`config.mk`:
```
export PLATFORM = sky130hd
export DESIGN_NAME = piso_reader
export DESIGN_NICKNAME = d
export VERILOG_FILES = /design/src/rtl/piso_reader_pkg.sv /design/src/rtl/piso_reader_sync_2ff.sv /design/src/rtl/piso_reader.sv
export SDC_FILE = /design/constraint.sdc
export NUM_CORES = 1
export LEC_CHECK = 0
export CORE_MARGIN = 2
export CORE_UTILIZATION = 55
export CTS_CLUSTER_SIZE = 24
export DETAILED_ROUTE_END_ITERATION = 12
export PLACE_DENSITY = 0.75
export SETUP_SLACK_MARGIN = 0.4
export SYNTH_ARGS = -nofsm -noshare
export SYNTH_HDL_FRONTEND = slang
export SYNTH_SLANG_ARGS = --single-unit
export TNS_END_PERCENT = 5
```
`constraint.sdc`:
```
create_clock -name aclk -period 2.5 [get_ports aclk]
set_input_delay 0.5 -clock aclk [delete_from_list [all_inputs] [get_ports aclk]]
set_output_delay 0.5 -clock aclk [all_outputs]
set_load 0.01 [all_outputs]
```
`src/rtl/piso_reader_pkg.sv`:
```
// ---------------------------------------------------------------------------
// piso_reader_pkg
// Shared definitions for the 74LV165 shift-register reader:
//   - state_t       : scan sequencer states
//   - DEF_*         : default clocking constants for a 20 MHz logic clock
//   - cycles_for_hz : helper turning a target rate into aclk cycles
// Optional feature macro used by piso_reader: PISO_READER_DEBOUNCE_EN
// ---------------------------------------------------------------------------
package piso_reader_pkg;

    typedef enum logic [2:0] {
        ST_IDLE     = 3'd0,
        ST_LOAD     = 3'd1,
        ST_SETUP    = 3'd2,
        ST_SHIFT_LO = 3'd3,
        ST_SHIFT_HI = 3'd4,
        ST_CMP      = 3'd5
    } state_t;

    // Number of aclk cycles in one period of a signal running at rate_hz.
    function automatic int unsigned cycles_for_hz(input int unsigned clk_hz,
                                                  input int unsigned rate_hz);
        return clk_hz / rate_hz;
    endfunction

    localparam int unsigned DEF_ACLK_HZ       = 20_000_000;
    localparam int unsigned DEF_NUMBER_INPUTS = 8;
    // Half of a 100 kHz shift clock period.
    localparam int unsigned DEF_CLK_HALF      = cycles_for_hz(DEF_ACLK_HZ, 100_000) / 2;
    // One scan every 1 ms.
    localparam int unsigned DEF_SCAN_PERIOD   = cycles_for_hz(DEF_ACLK_HZ, 1_000);

endpackage

```
`src/rtl/piso_reader_sync_2ff.sv`:
```
// ---------------------------------------------------------------------------
// sync_2ff
// Two-flop synchronizer bringing one asynchronous bit into the aclk domain.
// Ports:
//   aclk   - destination clock
//   areset - asynchronous active-high reset (flops clear to 0)
//   reset  - synchronous active-high reset (flops clear to 0)
//   d      - asynchronous input bit
//   q      - synchronized output bit (two aclk cycles of latency)
// ---------------------------------------------------------------------------
module sync_2ff (
    input  logic aclk,
    input  logic areset,
    input  logic reset,
    input  logic d,
    output logic q
);

    logic meta_q;
    logic sync_q;
    logic meta_d;
    logic sync_d;

    always_comb begin
        meta_d = d;
        sync_d = meta_q;
        if (reset) begin
            meta_d = 1'b0;
            sync_d = 1'b0;
        end
    end

    always_ff @(posedge aclk or posedge areset) begin
        if (areset) begin
            meta_q <= 1'b0;
            sync_q <= 1'b0;
        end else begin
            meta_q <= meta_d;
            sync_q <= sync_d;
        end
    end

    assign q = sync_q;

endmodule

```
`src/rtl/piso_reader.sv`:
```
// ---------------------------------------------------------------------------
// piso_reader
// Periodically scans a 74LV165 parallel-in/serial-out shift register and
// reports the input word whenever it changes (and always on the first
// completed scan after reset).
// Parameters:
//   P_NUMBER_INPUTS - parallel inputs read per scan
//   P_CLK_HALF      - aclk cycles per half-period of the shift clock
//   P_SCAN_PERIOD   - aclk cycles between scan starts
// Ports:
//   aclk                    - 20 MHz logic clock
//   areset                  - asynchronous active-high reset
//   reset                   - synchronous active-high reset
//   en                      - asynchronous run-enable (synchronized inside)
//   SGPIO_FPGA_DBG_LD_N     - SH/LD_N pin, parallel load while low
//   SGPIO_FPGA_DBG_CLK_100k - CP shift clock pin
//   SGPIO_FPGA_DBG_DATA_IN  - Q7 serial data, asynchronous
//   o_data                  - last reported input word (held between pulses)
//   o_valid                 - one-cycle pulse qualifying a new o_data
//   o_busy                  - high whenever the sequencer is not idle
// Optional feature: define PISO_READER_DEBOUNCE_EN to require two identical
// consecutive scans before a changed word is reported.
// ---------------------------------------------------------------------------
module piso_reader
    import piso_reader_pkg::*;
#(
    parameter int P_NUMBER_INPUTS = DEF_NUMBER_INPUTS,
    parameter int P_CLK_HALF      = DEF_CLK_HALF,
    parameter int P_SCAN_PERIOD   = DEF_SCAN_PERIOD
) (
    input  logic                       aclk,
    input  logic                       areset,
    input  logic                       reset,
    input  logic                       en,
    output logic                       SGPIO_FPGA_DBG_LD_N,
    output logic                       SGPIO_FPGA_DBG_CLK_100k,
    input  logic                       SGPIO_FPGA_DBG_DATA_IN,
    output logic [P_NUMBER_INPUTS-1:0] o_data,
    output logic                       o_valid,
    output logic                       o_busy
);

    localparam int TW = $clog2(P_SCAN_PERIOD + 1);
    localparam int HW = $clog2(P_CLK_HALF + 1);
    localparam int BW = $clog2(P_NUMBER_INPUTS + 1);

    localparam logic [TW-1:0] TIMER_LAST = TW'(P_SCAN_PERIOD - 1);
    localparam logic [HW-1:0] HALF_LAST  = HW'(P_CLK_HALF - 1);
    localparam logic [BW-1:0] BIT_LAST   = BW'(P_NUMBER_INPUTS - 1);

    logic en_s;
    logic data_s;

    sync_2ff u_sync_en (
        .aclk   (aclk),
        .areset (areset),
        .reset  (reset),
        .d      (en),
        .q      (en_s)
    );

    sync_2ff u_sync_data (
        .aclk   (aclk),
        .areset (areset),
        .reset  (reset),
        .d      (SGPIO_FPGA_DBG_DATA_IN),
        .q      (data_s)
    );

    state_t                     state_q,  state_d;
    logic [TW-1:0]              timer_q,  timer_d;
    logic [HW-1:0]              half_q,   half_d;
    logic [BW-1:0]              bit_q,    bit_d;
    logic [P_NUMBER_INPUTS-1:0] shift_q,  shift_d;
    logic [P_NUMBER_INPUTS-1:0] data_q,   data_d;
    logic                       valid_q,  valid_d;
    logic                       first_q,  first_d;
    logic                       ld_n_q,   ld_n_d;
    logic                       clk_q,    clk_d;
`ifdef PISO_READER_DEBOUNCE_EN
    logic [P_NUMBER_INPUTS-1:0] cand_q,     cand_d;
    logic                       cand_vld_q, cand_vld_d;
`endif

    logic half_last;
    logic timer_wrap;
    logic word_changed;

    assign half_last    = (half_q == HALF_LAST);
    assign timer_wrap   = (timer_q == TIMER_LAST);
    assign word_changed = first_q || (shift_q != data_q);

    always_comb begin
        state_d = state_q;
        timer_d = timer_q;
        half_d  = half_q;
        bit_d   = bit_q;
        shift_d = shift_q;
        data_d  = data_q;
        valid_d = 1'b0;
        first_d = first_q;
`ifdef PISO_READER_DEBOUNCE_EN
        cand_d     = cand_q;
        cand_vld_d = cand_vld_q;
`endif

        // The scan timer keeps its phase across scans so starts stay evenly
        // spaced; it is parked at zero while the reader is disabled.
        if (!en_s || timer_wrap) begin
            timer_d = '0;
        end else begin
            timer_d = timer_q + 1'b1;
        end

        case (state_q)
            ST_IDLE: begin
                if (en_s && timer_wrap) begin
                    state_d = ST_LOAD;
                    half_d  = '0;
                    bit_d   = '0;
                    shift_d = '0;
                end
            end

            ST_LOAD: begin
                if (half_last) begin
                    state_d = ST_SETUP;
                    half_d  = '0;
                end else begin
                    half_d  = half_q + 1'b1;
                end
            end

            ST_SETUP: begin
                if (half_last) begin
                    state_d = ST_SHIFT_LO;
                    half_d  = '0;
                end else begin
                    half_d  = half_q + 1'b1;
                end
            end

            // Q7 is stable for the whole low phase; sampling at its end
            // leaves the synchronizer latency well inside the window.
            ST_SHIFT_LO: begin
                if (half_last) begin
                    shift_d = (shift_q << 1) | P_NUMBER_INPUTS'(data_s);
                    bit_d   = bit_q + 1'b1;
                    half_d  = '0;
                    state_d = (bit_q == BIT_LAST) ? ST_CMP : ST_SHIFT_HI;
                end else begin
                    half_d  = half_q + 1'b1;
                end
            end

            ST_SHIFT_HI: begin
                if (half_last) begin
                    state_d = ST_SHIFT_LO;
                    half_d  = '0;
                end else begin
                    half_d  = half_q + 1'b1;
                end
            end

            ST_CMP: begin
                state_d = ST_IDLE;
                half_d  = '0;
                bit_d   = '0;
`ifdef PISO_READER_DEBOUNCE_EN
                // The first scan after reset reports straight away; after
                // that a new word must be seen twice in a row.
                if (first_q) begin
                    data_d     = shift_q;
                    valid_d    = 1'b1;
                    first_d    = 1'b0;
                    cand_vld_d = 1'b0;
                end else if (!word_changed) begin
                    cand_vld_d = 1'b0;
                end else if (cand_vld_q && (cand_q == shift_q)) begin
                    data_d     = shift_q;
                    valid_d    = 1'b1;
                    cand_vld_d = 1'b0;
                end else begin
                    cand_d     = shift_q;
                    cand_vld_d = 1'b1;
                end
`else
                if (word_changed) begin
                    data_d  = shift_q;
                    valid_d = 1'b1;
                    first_d = 1'b0;
                end
`endif
            end

            default: begin
                state_d = ST_IDLE;
            end
        endcase

        // Losing enable mid-scan throws the partial word away, including a
        // pending report from the CMP cycle.
        if (!en_s && (state_q != ST_IDLE)) begin
            state_d = ST_IDLE;
            half_d  = '0;
            bit_d   = '0;
            shift_d = '0;
            data_d  = data_q;
            valid_d = 1'b0;
            first_d = first_q;
`ifdef PISO_READER_DEBOUNCE_EN
            cand_d     = cand_q;
            cand_vld_d = 1'b0;
`endif
        end

        if (reset) begin
            state_d = ST_IDLE;
            timer_d = '0;
            half_d  = '0;
            bit_d   = '0;
            shift_d = '0;
            data_d  = '0;
            valid_d = 1'b0;
            first_d = 1'b1;
`ifdef PISO_READER_DEBOUNCE_EN
            cand_d     = '0;
            cand_vld_d = 1'b0;
`endif
        end

        // Pin levels are decoded from the next state so they change on the
        // same edge as the state register.
        ld_n_d = (state_d != ST_LOAD);
        clk_d  = (state_d == ST_SHIFT_HI);
    end

    always_ff @(posedge aclk or posedge areset) begin
        if (areset) begin
            state_q <= ST_IDLE;
            timer_q <= '0;
            half_q  <= '0;
            bit_q   <= '0;
            shift_q <= '0;
            data_q  <= '0;
            valid_q <= 1'b0;
            first_q <= 1'b1;
            ld_n_q  <= 1'b1;
            clk_q   <= 1'b0;
`ifdef PISO_READER_DEBOUNCE_EN
            cand_q     <= '0;
            cand_vld_q <= 1'b0;
`endif
        end else begin
            state_q <= state_d;
            timer_q <= timer_d;
            half_q  <= half_d;
            bit_q   <= bit_d;
            shift_q <= shift_d;
            data_q  <= data_d;
            valid_q <= valid_d;
            first_q <= first_d;
            ld_n_q  <= ld_n_d;
            clk_q   <= clk_d;
`ifdef PISO_READER_DEBOUNCE_EN
            cand_q     <= cand_d;
            cand_vld_q <= cand_vld_d;
`endif
        end
    end

    assign SGPIO_FPGA_DBG_LD_N     = ld_n_q;
    assign SGPIO_FPGA_DBG_CLK_100k = clk_q;
    assign o_data                  = data_q;
    assign o_valid                 = valid_q;
    assign o_busy                  = (state_q != ST_IDLE);

endmodule

```
# Yosys cells after proc, flatten, opt, wreduce, memory -nomap -nowiden
# Cells that the tools add are included.
# totals
ff_bits	53
inputBits	5
# classes
n_reduce_logical	18
n_eq_ne	14
n_bitwise	1
mux	41
addsub	3
# ops
op	n
8-bit 2-to-1 mux	8
15-bit 2-to-1 mux	2
7-bit 2-to-1 mux	4
7-bit case mux with 3 select lines	1
3-bit 2-to-1 mux	6
4-bit 2-to-1 mux	4
8-bit case mux with 2 select lines	1
15-bit by 1-bit adder with 15-bit output, second input constant	1
15-bit equality test, second input constant	1
1-bit 2-to-1 mux	13
3-bit case mux with 4 select lines	1
4-bit case mux with 3 select lines	1
5-bit nonzero test	2
3-bit equality test, second input constant	3
3-bit AND reduction	3
4-bit != test, second input constant	2
8-bit != test	1
8-bit by 1-bit OR with 8-bit output	1
7-bit by 1-bit adder with 7-bit output, second input constant	1
7-bit equality test, second input constant	1
3-bit by 2-bit equality test with 1-bit output, second input constant	2
4-bit by 1-bit adder with 4-bit output, second input constant	1
4-bit by 3-bit equality test with 1-bit output, second input constant	1
2-bit nonzero test	2
other kinds (12)	14

# Depth between registers and ports, before layout
# depth
word_depth	7
ltp_mapped	7
ltp_nobuf	6

# By module
# A second synthesis with hierarchy kept.
# hier_totals
cells_unflattened	270
hier_area_um2	2635.0
# by_module_without_submodules
module	seq_area_each_um2	instances	cells_each	area_each_um2
piso_reader	1228.7	1	260	2502.4
sync_2ff	50.0	2	5	66.3

# Worst setup path before layout
# Ideal clock, no wire load.
# synth_path
path_kind	register to register
from	register timer_q[6]
to	register half_q[2]
stages_incl_launch_ff	6
arrival_ns	1.848
path_slack_ns	0.528
required_ns	2.376
n_path_buf	0
path_cell_list	dfrtp_1 > or4_4 > nor4_4 > a21oi_2 > a31o_4 > a211o_1
# synth_between
elab_chain_cells	4
# synth_lines
item	line_no	source
from (decl)	piso_reader.sv:71	logic [TW-1:0] timer_q, timer_d;
from (signal assigned)	piso_reader.sv:256	timer_q <= timer_d;
15-bit equality test	piso_reader.sv:90	assign timer_wrap = (timer_q == TIMER_LAST);
1-bit logical AND	piso_reader.sv:117	if (en_s && timer_wrap) begin
4-bit != test (no line)	-	
2-bit AND reduction (no line)	-	
to (signal assigned)	piso_reader.sv:257	half_q <= half_d;
to (decl)	piso_reader.sv:72	logic [HW-1:0] half_q, half_d;
# No other way between the ends.
# A chain may end at the register's enable or synchronous reset.

# Final worst setup path
# layout_path
from	register timer_q[5]
to	register half_q[3]
# Same word-level chain as after synthesis.

==> impl_metrics.ini <==
[floorplan]
placement_rows = 24
fp.dieH_um = 72.38
fp.dieW_um = 72.38
ioPinCount = 17
core_area_mm2 = 0.004414
initial_core_util_pct = 58.25
dieArea_mm2 = 0.005238

[sta]
fin_crit_sh_pct = 84.22
finClkSkew_ns = 0.01257
rsz0062_at_grt = yes
hold_slack_ns = 0.4546
worstMarginPinSlew_ns = 0.6716
setup_viol = 0
setup_tns_ns = 0
period_needed_ns = 2.106
drv_slew = 0
fin_ws_ns = 0.3945
hold_viol_final = 0
fmax_mhz = 474.9
slew_headroom_pct = 55.02

[power_and_ir_drop]
ir_drop_mv = 0.3957
power_leakage_nw = 1.371
power_density_mw_per_mm2 = 509.6

[yosys]
synth_top_area_cell = dfrtp_1
syn_area_per_cell_um2 = 10.71
synth_cell_types = 46
synthCells = 240
post-synth-top-count-cell = dfrtp_1
yosysWarnings = 0
yosys-top-cells-area = dfrtp_1 (50%), xor2_1 (5.8%), nor2_1 (4.7%)
async_reset_ff_share_pct = 100.0
ys_seq_elements = 53
seq_area_frac_synth_pct = 51.68
synthesis.nets = 248
synth_top_area_share_pct = 49.64
synth-edff-count = 0
synth-main-ff-cell = dfrtp_1
syn_area_mm2 = 0.002571
synth.top_cells.by_count = dfrtp_1 (51), nor2_1 (32), xor2_1 (17)

[min_path]
hp-class = reg -> reg
min_from = u_sync_en.meta_q

[cells_and_area]
syn_to_final_growth_pct = 15.04
num_antenna_cells = 0
design_area_mm2 = 0.002958
layout.cells.non_filler = 317
layout.nets = 272
final_layout_size_suffix_gt1_share_pct = 12.45

[clock_network]
clock-sinks = 53
clock_latency_ns = 0.31
cts.clk_slew.worst_paths_ns = 0.09
cts_hold_buf = 0
h-tree-depth = 2
tritoncts = yes
cts_buffers = 5
cts_buffer_depth = 2
root_buffer = clkbuf_8

[worst_setup_path]
crit_arrival_ns = 2.31
crit_family = simple AND/OR/NAND/NOR gates
regToRegStartpoint = timer_q[5]
crit_slowest_cell = or4_4
worst-path-max-fanout = 7
critPathRequiredTime_ns = 2.70
critPathMaxStageDelay_ns = 0.56
crit_path_cell_trace = or4_4, nor4_4, a21oi_2, a31o_4, a211o_1
cp-end-kind = flip-flop
path_class = reg -> reg
cp-startpoint = timer_q[5]
cp_num_buf_inv = 0
start_kind = flip-flop

[detailed_routing]
dr.pass1.iters = 4
drc = 0
ant_nets = 0
wirelength_um = 4706
routedWlPerCell_um = 14.85
vias = 1850
avgViaCountPerCell = 5.836
initialDrtViolationCount = 74

[status]
status = complete, no violations

[global_route]
overflow = 0
grt_pass1_vias = 1759
antenna_found_initial = 0
grt_max_degree = 32
grt.total_usage_pct = 19.74
grt_first_pass_wirelength_um = 8086

[place]
placed_cell_area_mm2 = 0.002824
preCtsSetupSlack_ns = 0.3126
dpl.cell_count = 308
hpwl_um = 3269
gp_congestion = 0.8332
io_buffers = 16

[flow_run]
cap_violations = 0
-- cells by family (layout without fill, tap and decap cells) --
family	after synthesis	in the layout	share of synthesized area (%)
AOI/OAI and AO/OA	38	38	11.83
adders and majority gates	3	3	1.460
DFF	53	53	51.68
and+or+nand+nor	99	99	20.58
buffers and inverters	13	38	2.335
xor gates and xnor gates	24	24	8.175
muxes	10	10	3.942
-- repair_timing --
action / 4_1_cts / 5_1_grt
resized for setup: 3 / 2
setup buffers: 1 / 0
cloned: 0 / 0
setup endpoints to repair: 8 / 34
pin swaps: 0 / 0
-- where the power goes --
group	switching, W	total, W	internal [W]	leakage, nW
Sequential	0.00000185	0.000862	0.000860	0.725
Clock	0.000268	0.000595	0.000327	0.0585
Combinational	0.0000338	0.0000508	0.0000170	0.587
-- metrics by stage --
step	util, %	total power, W
final	67.01	0.001507
after global routing	67.01	0.001553
after CTS	66.81	0.001519
after detailed placement	63.97	0.0009310
after global placement	63.97	0.0009299
after floorplan	-	0.0009087
-- registers in the layout (all words and copies together) (netlist names), 3 cells and up --
register and count:
o_data 8, half_q 7, bit_q 4, shift_q 8
timer_q 15, state_q 3
-- per-layer routing --
metal / wire length, µm / GRT usage [%]
met3: 172 / 5.000
met5: 0 / 0
met4: 48 / 5.761
met2: 2180 / 30.07
met1: 2304 / 28.18
-- worst paths after layout --
kind / depth (start not counted) / to / slack (ns)
setup / recovery: 5 / half_q[3] / 0.39
hold / removal: 1 / u_sync_en.q / 0.45
setup reg to reg: 5 / half_q[3] / 0.39
hold reg to reg: 1 / u_sync_en.q / 0.45
max in group asynchronous: 3 / first_q / 1.37
min in group asynchronous: 2 / half_q[2] / 0.53
-- placed cells by master (no fill, tap or decap), types with 4 or more instances in the layout --
cell	synthesis	layout
dfrtp_1	51	48
nand4_1	4	4
mux2i_1	9	9
inv_1	6	5
o21ai_0	5	5
nor3_1	5	5
xor2_1	17	17
and3_1	6	6
nor2b_1	6	6
clkbuf_8	0	6
buf_4	0	7
nor2_1	32	32
a21oi_1	5	5
xnor2_1	7	7
nand3_1	13	13
a211o_1	4	4
nand2_1	12	12
clkdlybuf4s50_1	0	15
a22o_1	10	10
-- worst register-to-register path: stages (launching register included) --
cell and delay (ns):
dfrtp_1 0.44, or4_4 0.56, nor4_4 0.28, a21oi_2 0.17, a31o_4 0.27, a211o_1 0.29
-- area by class of cell --
class	instances	area, µm²
Clock inverter	1	30.03
Sequential cell	53	1333
Fill cell	363	1456
Clock buffer	7	86.33
Inverter	6	22.52
Multi-Input combinational cell	174	1190
Tap cell	52	65.06
Timing Repair Buffer	24	231.5
Power figures use the tool's default switching activity.
